$ cat src/rtl/sqd_frame_ctrl.sv
// sqd_frame_ctrl
//   Frame controller for a serial, enable-qualified, non-overlapping Moore
//   1010 detector. Words arrive on a valid/ready handshake, are serialized
//   MSB-first into the detector, and the detector matches seen over a frame
//   are counted (saturating) and reported on a result handshake.
//
// Handshakes: a transfer happens on a rising clk edge where valid and ready
//   are both 1. valid, once raised, is not required to be held by this
//   block's logic; ready depends on registered state only.
//
// Ports
//   clk, rst_n       clock, asynchronous active-low reset
//   in_valid/in_ready/in_data/in_last   word stream in (bit DATA_W-1 first)
//   det_rst_n        registered active-low reset to the detector
//   det_x, det_en    serial bit and its qualifier to the detector
//   det_z            detector Moore output (1 in its match state)
//   res_valid/res_ready/res_count/res_sat   per-frame result out
module sqd_frame_ctrl #(
  parameter int DATA_W = 8,
  parameter int CNT_W  = 8
) (
  input  logic              clk,
  input  logic              rst_n,
  input  logic              in_valid,
  input  logic [DATA_W-1:0] in_data,
  input  logic              in_last,
  output logic              in_ready,
  output logic              det_rst_n,
  output logic              det_x,
  output logic              det_en,
  input  logic              det_z,
  output logic              res_valid,
  output logic [CNT_W-1:0]  res_count,
  output logic              res_sat,
  input  logic              res_ready
);

  localparam int IDX_W = (DATA_W > 1) ? $clog2(DATA_W) : 1;
  localparam logic [IDX_W-1:0] LAST_IDX = IDX_W'(DATA_W - 1);
  localparam logic [CNT_W-1:0] CNT_MAX  = '1;

  typedef enum logic [2:0] {
    S_IDLE   = 3'd0,
    S_CLEAR  = 3'd1,
    S_SHIFT  = 3'd2,
    S_DRAIN  = 3'd3,
    S_REPORT = 3'd4
  } state_t;

  state_t             state_q, state_d;
  logic               frame_active_q, frame_active_d;
  logic [DATA_W-1:0]  shift_q, shift_d;
  logic [IDX_W-1:0]   bit_idx_q, bit_idx_d;
  logic               last_q, last_d;
  logic [CNT_W-1:0]   count_q, count_d;
  logic               sat_q, sat_d;
  logic               det_rst_n_q;
  logic               accept;
  logic               inc;

  // Outputs decoded from registered state only.
  always_comb begin
    in_ready  = (state_q == S_IDLE) ||
                ((state_q == S_SHIFT) && (bit_idx_q == LAST_IDX) && !last_q);
    det_en    = (state_q == S_SHIFT);
    det_x     = det_en & shift_q[DATA_W-1];
    res_valid = (state_q == S_REPORT);
    accept    = in_valid & in_ready;
  end

  assign det_rst_n = det_rst_n_q;
  assign res_count = count_q;
  assign res_sat   = sat_q;

  always_comb begin
    state_d        = state_q;
    frame_active_d = frame_active_q;
    shift_d        = shift_q;
    bit_idx_d      = bit_idx_q;
    last_d         = last_q;
    count_d        = count_q;
    sat_d          = sat_q;
    inc            = 1'b0;

    case (state_q)
      S_IDLE: begin
        if (accept) begin
          shift_d   = in_data;
          last_d    = in_last;
          bit_idx_d = '0;
          if (!frame_active_q) begin
            state_d        = S_CLEAR;
            frame_active_d = 1'b1;
            count_d        = '0;
            sat_d          = 1'b0;
          end else begin
            state_d = S_SHIFT;
          end
        end
      end
      S_CLEAR: state_d = S_SHIFT;
      S_SHIFT: begin
        // det_z here reflects the match completed by the previous enabled bit.
        inc       = det_z;
        shift_d   = shift_q << 1;
        bit_idx_d = bit_idx_q + 1'b1;
        if (bit_idx_q == LAST_IDX) begin
          if (last_q) begin
            state_d = S_DRAIN;
          end else if (accept) begin
            shift_d   = in_data;
            last_d    = in_last;
            bit_idx_d = '0;
          end else begin
            state_d = S_IDLE;
          end
        end
      end
      S_DRAIN: begin
        // Picks up a match completed by the final bit of the frame.
        inc     = det_z;
        state_d = S_REPORT;
      end
      S_REPORT: begin
        if (res_ready) begin
          state_d        = S_IDLE;
          frame_active_d = 1'b0;
        end
      end
      default: state_d = S_IDLE;
    endcase

    if (inc) begin
      if (count_q == CNT_MAX) sat_d = 1'b1;
      else                    count_d = count_q + 1'b1;
    end
  end

  always_ff @(posedge clk or negedge rst_n) begin
    if (!rst_n) begin
      state_q        <= S_IDLE;
      frame_active_q <= 1'b0;
      shift_q        <= '0;
      bit_idx_q      <= '0;
      last_q         <= 1'b0;
      count_q        <= '0;
      sat_q          <= 1'b0;
      det_rst_n_q    <= 1'b0;
    end else begin
      state_q        <= state_d;
      frame_active_q <= frame_active_d;
      shift_q        <= shift_d;
      bit_idx_q      <= bit_idx_d;
      last_q         <= last_d;
      count_q        <= count_d;
      sat_q          <= sat_d;
      // Registered so the detector sees reset exactly during CLEAR.
      det_rst_n_q    <= (state_d != S_CLEAR);
    end
  end

endmodule

$ cat config.mk
export PLATFORM = sky130hd
export DESIGN_NAME = sqd_frame_ctrl
export DESIGN_NICKNAME = d
export VERILOG_FILES = /design/src/rtl/sqd_frame_ctrl.sv
export SDC_FILE = /design/constraint.sdc
export NUM_CORES = 1
export LEC_CHECK = 0
export CELL_PAD_IN_SITES_DETAIL_PLACEMENT = 1
export CELL_PAD_IN_SITES_GLOBAL_PLACEMENT = 2
export CORE_MARGIN = 2
export CORE_UTILIZATION = 39
export DETAILED_ROUTE_END_ITERATION = 10
export DONT_BUFFER_PORTS = 1
export PLACE_DENSITY_LB_ADDON = 0.2
export SLEW_MARGIN = 40
export SYNTH_ARGS = -nofsm -noshare
export SYNTH_HDL_FRONTEND = slang
export SYNTH_SLANG_ARGS = --single-unit
$ cat constraint.sdc
create_clock -name clk -period 1.85 [get_ports clk]
set_input_delay 0.555 -clock clk [delete_from_list [all_inputs] [get_ports clk]]
set_output_delay 0.555 -clock clk [all_outputs]
set_load 0.1 [all_outputs]
==> impl_metrics.xml <==
<?xml version="1.0" encoding="UTF-8"?>
<metrics>
  <group name="yosys">
    <metric name="synth_common_cells" unit="">dfrtp_1 (26), nand2_1 (16), nand2b_1 (8)</metric>
    <metric name="yosys_most_used_dff" unit="">dfrtp_1</metric>
    <metric name="synthDominantCellAreaShare" unit="%">51.0</metric>
    <metric name="synth_area" unit="um^2">1270</metric>
    <metric name="synth-warning-count" unit="">0</metric>
    <metric name="asyncSetResetFlopFracSynth" unit="%">100</metric>
    <metric name="synth_nets" unit="">132</metric>
    <metric name="yosys_register_bits" unit="">26</metric>
    <metric name="synthesis.instances" unit="">115</metric>
    <metric name="synth_most_common_cell" unit="">dfrtp_1</metric>
    <metric name="ys_types" unit="">37</metric>
    <metric name="synth_top_area_cell" unit="">dfrtp_1</metric>
    <metric name="synth.yosys.seq_area_share" unit="%">51.0</metric>
    <metric name="count_of_flip_flops_with_a_built_in_enable_after_synthesis" unit="">0</metric>
    <metric name="synth.area.top_cells" unit="">dfrtp_1 (51%), o221a_2 (6.2%), nand2_1 (4.7%)</metric>
    <metric name="post_syn_area_per_cell" unit="um^2">11.1</metric>
  </group>
  <group name="detailed_routing">
    <metric name="vias_per_cell" unit="">5.54</metric>
    <metric name="drt-pass1-iter-count" unit="">4</metric>
    <metric name="drt-total-wl" unit="um">3090</metric>
    <metric name="drt-wirelength-per-cell" unit="um">16.7</metric>
    <metric name="detailroute.via_count" unit="">1025</metric>
    <metric name="drt_iter0_markers" unit="">32</metric>
    <metric name="drc" unit="">0</metric>
    <metric name="final_antenna_net_count" unit="">0</metric>
  </group>
  <group name="floorplan">
    <metric name="dieHeight" unit="um">61.2</metric>
    <metric name="initial_core_util" unit="%">41.4</metric>
    <metric name="fp-row-count" unit="">20</metric>
    <metric name="die_width" unit="um">61.2</metric>
    <metric name="core_area" unit="um^2">3080</metric>
    <metric name="design.portCount" unit="">28</metric>
    <metric name="die_area" unit="um^2">3740</metric>
  </group>
  <group name="placement">
    <metric name="dp_cells" unit="">173</metric>
    <metric name="io_buffers" unit="">0</metric>
    <metric name="gp_congestion" unit="">0.753</metric>
    <metric name="place_worst_setup_slack" unit="ns">0.0199</metric>
    <metric name="dp_hpwl" unit="um">2140</metric>
  </group>
  <group name="timing">
    <metric name="grt_setup_unrepaired" unit="">true</metric>
    <metric name="max_slew_headroom" unit="%">80.2</metric>
    <metric name="post_route_clock_period_utilization" unit="%">112</metric>
    <metric name="final-hold-violation-count" unit="">0</metric>
    <metric name="setup_viol" unit="">4</metric>
    <metric name="fin_worst_hold_slack" unit="ns">0.320</metric>
    <metric name="clock-skew-final" unit="ns">0.00594</metric>
    <metric name="drv_slew" unit="">0</metric>
    <metric name="slew_at_the_pin_closest_to_its_max_slew_limit" unit="ns">0.297</metric>
    <metric name="max_freq" unit="GHz">0.482</metric>
    <metric name="final.setup.worst_slack" unit="ns">-0.225</metric>
    <metric name="finalCriticalPeriod" unit="ns">2.08</metric>
  </group>
  <group name="global_route">
    <metric name="met1_usage" unit="%">25.5</metric>
    <metric name="grt_usage" unit="%">17.9</metric>
    <metric name="grt_use_met3" unit="%">2.73</metric>
    <metric name="grt_start_max_net_pins" unit="">27</metric>
    <metric name="vias_in_the_first_global_route" unit="">985</metric>
    <metric name="global_route.overflow_total" unit="">0</metric>
    <metric name="grt_busiest_layer" unit="">met2</metric>
    <metric name="number_of_antenna_violations_at_the_first_check_in_global_routing" unit="">0</metric>
    <metric name="globalRouteMet2Util" unit="%">28.7</metric>
    <metric name="grt_first_pass_wirelength" unit="um">5000</metric>
  </group>
  <group name="setup_path">
    <metric name="critPathMaxFanout" unit="">2</metric>
    <metric name="timing.critical_path.to_type" unit="">output port</metric>
    <metric name="worst-r2r-setup-slack" unit="ns">0.12</metric>
    <metric name="worst-endpoint-required" unit="ns">1.29</metric>
    <metric name="crit_type" unit="">reg2out</metric>
    <metric name="setup.worst_path.start_class" unit="">flop</metric>
    <metric name="timing.critical_path.arrival" unit="ns">1.52</metric>
    <metric name="timing.reg2reg.worst_path_depth" unit="">7</metric>
    <metric name="cp-startpoint" unit="">bit_idx_q[1]$_DFFE_PN0P_</metric>
    <metric name="r2r-end" unit="">shift_q[4]$_DFFE_PN0P_</metric>
    <metric name="rr_startpoint" unit="">bit_idx_q[1]$_DFFE_PN0P_</metric>
  </group>
  <group name="hold_path">
    <metric name="min-delay-start" unit="">res_ready</metric>
    <metric name="worst_hold_path_type" unit="">in2reg</metric>
    <metric name="hold-path-endpoint" unit="">state_q[2]$_DFF_PN0_</metric>
    <metric name="hold_depth" unit="">1</metric>
  </group>
  <group name="clock_network">
    <metric name="cts_tree" unit="">built</metric>
    <metric name="worst_setup_hold_path_clk_slew" unit="ns">0.15</metric>
    <metric name="tritoncts_num_sinks" unit="">26</metric>
    <metric name="ctsLongestPathBuffers" unit="">2</metric>
    <metric name="cts-buffers-inserted" unit="">3</metric>
    <metric name="ctsRootBufferMaster" unit="">clkbuf_4</metric>
    <metric name="clk-insertion-delay-late" unit="ns">0.32</metric>
    <metric name="htreeDepth" unit="">1</metric>
  </group>
  <group name="finish">
    <metric name="final_core_utilization" unit="%">54.6</metric>
    <metric name="drive_gt1_share" unit="%">43.3</metric>
    <metric name="final_cell_count_no_fill" unit="">185</metric>
    <metric name="antenna_cells_inserted" unit="">0</metric>
    <metric name="area_growth_syn_to_layout" unit="%">31.9</metric>
    <metric name="final_nets" unit="">159</metric>
  </group>
  <group name="outcome">
    <metric name="outcome" unit="">finished, violations left</metric>
    <metric name="violated_checks" unit="">setup timing</metric>
  </group>
  <group name="flow_run">
    <metric name="drv.max_cap_violation_count" unit="">0</metric>
  </group>
  <group name="power_and_ir_drop">
    <metric name="power.total" unit="W">0.00325</metric>
    <metric name="worst_ir_drop_vdd" unit="V">0.000785</metric>
    <metric name="p_per_area" unit="nW/um^2">1940</metric>
    <metric name="leakage" unit="nW">0.720</metric>
  </group>
</metrics>
[through the flow]
stage | cell area (um^2) | setup TNS (ns)
after floorplan | 1300 | -5.33
after global placement | 1500 | 0
after detailed placement | 1500 | 0
after CTS | 1630 | -0.604
after global routing | 1680 | -0.746
final | 1680 | -0.422
[timing repair]
action,CTS,global route
resized for setup,8,5
endpoints found under the setup margin,4,4
hold buffers,1,1
pin swaps,2,0
setup buffers,3,3
cloned,0,0
hold endpoints to repair,26,7
[critical path: stages (launching register included)]
cell and delay (ns):
dfrtp_1 0.40, ha_2 0.20, ha_4 0.15, nand2b_4 0.07
a21boi_4 0.19, buf_12 0.20
[registers in the layout (all words and copies together) (netlist names)]
register,flops
res_count,8
shift_q,8
bit_idx_q,3
state_q,3
det_rst_n,1
frame_active_q,1
last_q,1
res_sat,1
[layout make-up]
class | instances | area, um^2
Tap cell | 44 | 55.1
Clock inverter | 1 | 30.0
Multi-Input combinational cell | 84 | 651
Clock buffer | 3 | 22.5
Fill cell | 345 | 1400
Timing Repair Buffer | 24 | 245
Sequential cell | 26 | 663
Inverter | 3 | 15.0
[where the power goes]
part	switching (W)	internal, W
Clock	0.000174	0.000219
Sequential	0.000214	0.000788
Combinational	0.00117	0.000692
Total	0.00155	0.00170
[cells in the final DEF (no fill, tap or decap), drive strengths merged, types with 2 or more instances in the layout]
master  count
a21oi       2
a22o        2
a32o        2
and2        2
buf        23
clkbuf      3
dfrtp      26
ha          3
inv         2
mux2i       3
nand2      16
nand2b      8
nand3       5
nand3b      3
nand4       2
nor2        5
o21ai       9
o221a       7
o22ai       2
[layer usage]
metal	part of all wire (%)	vias up
met5	0	-
met4	1.4	0
met3	3.2	4
met2	49	16
met1	47	523
li1	-	482
[worst max path at each step]
stage                             endpoint  cells past startpoint
floorplan                            det_x                      2
global placement                  in_ready                      5
detailed placement  shift_q[4]$_DFFE_PN0P_                      4
CTS                               in_ready                      5
global route                      in_ready                      5
finish                            in_ready                      5
[kinds of logic (layout without fill, tap and decap cells)]
group | count (synthesis) | count (layout) | share of synthesized area, %
compound gates | 31 | 31 | 19.6
flops | 26 | 26 | 51.0
buf+inv | 5 | 31 | 2.06
fa+ha+maj | 3 | 3 | 2.94
simple gates | 46 | 46 | 21.3
xor+xnor | 1 | 1 | 0.687
mux | 3 | 3 | 2.36
(Power assumes the default switching activity.)
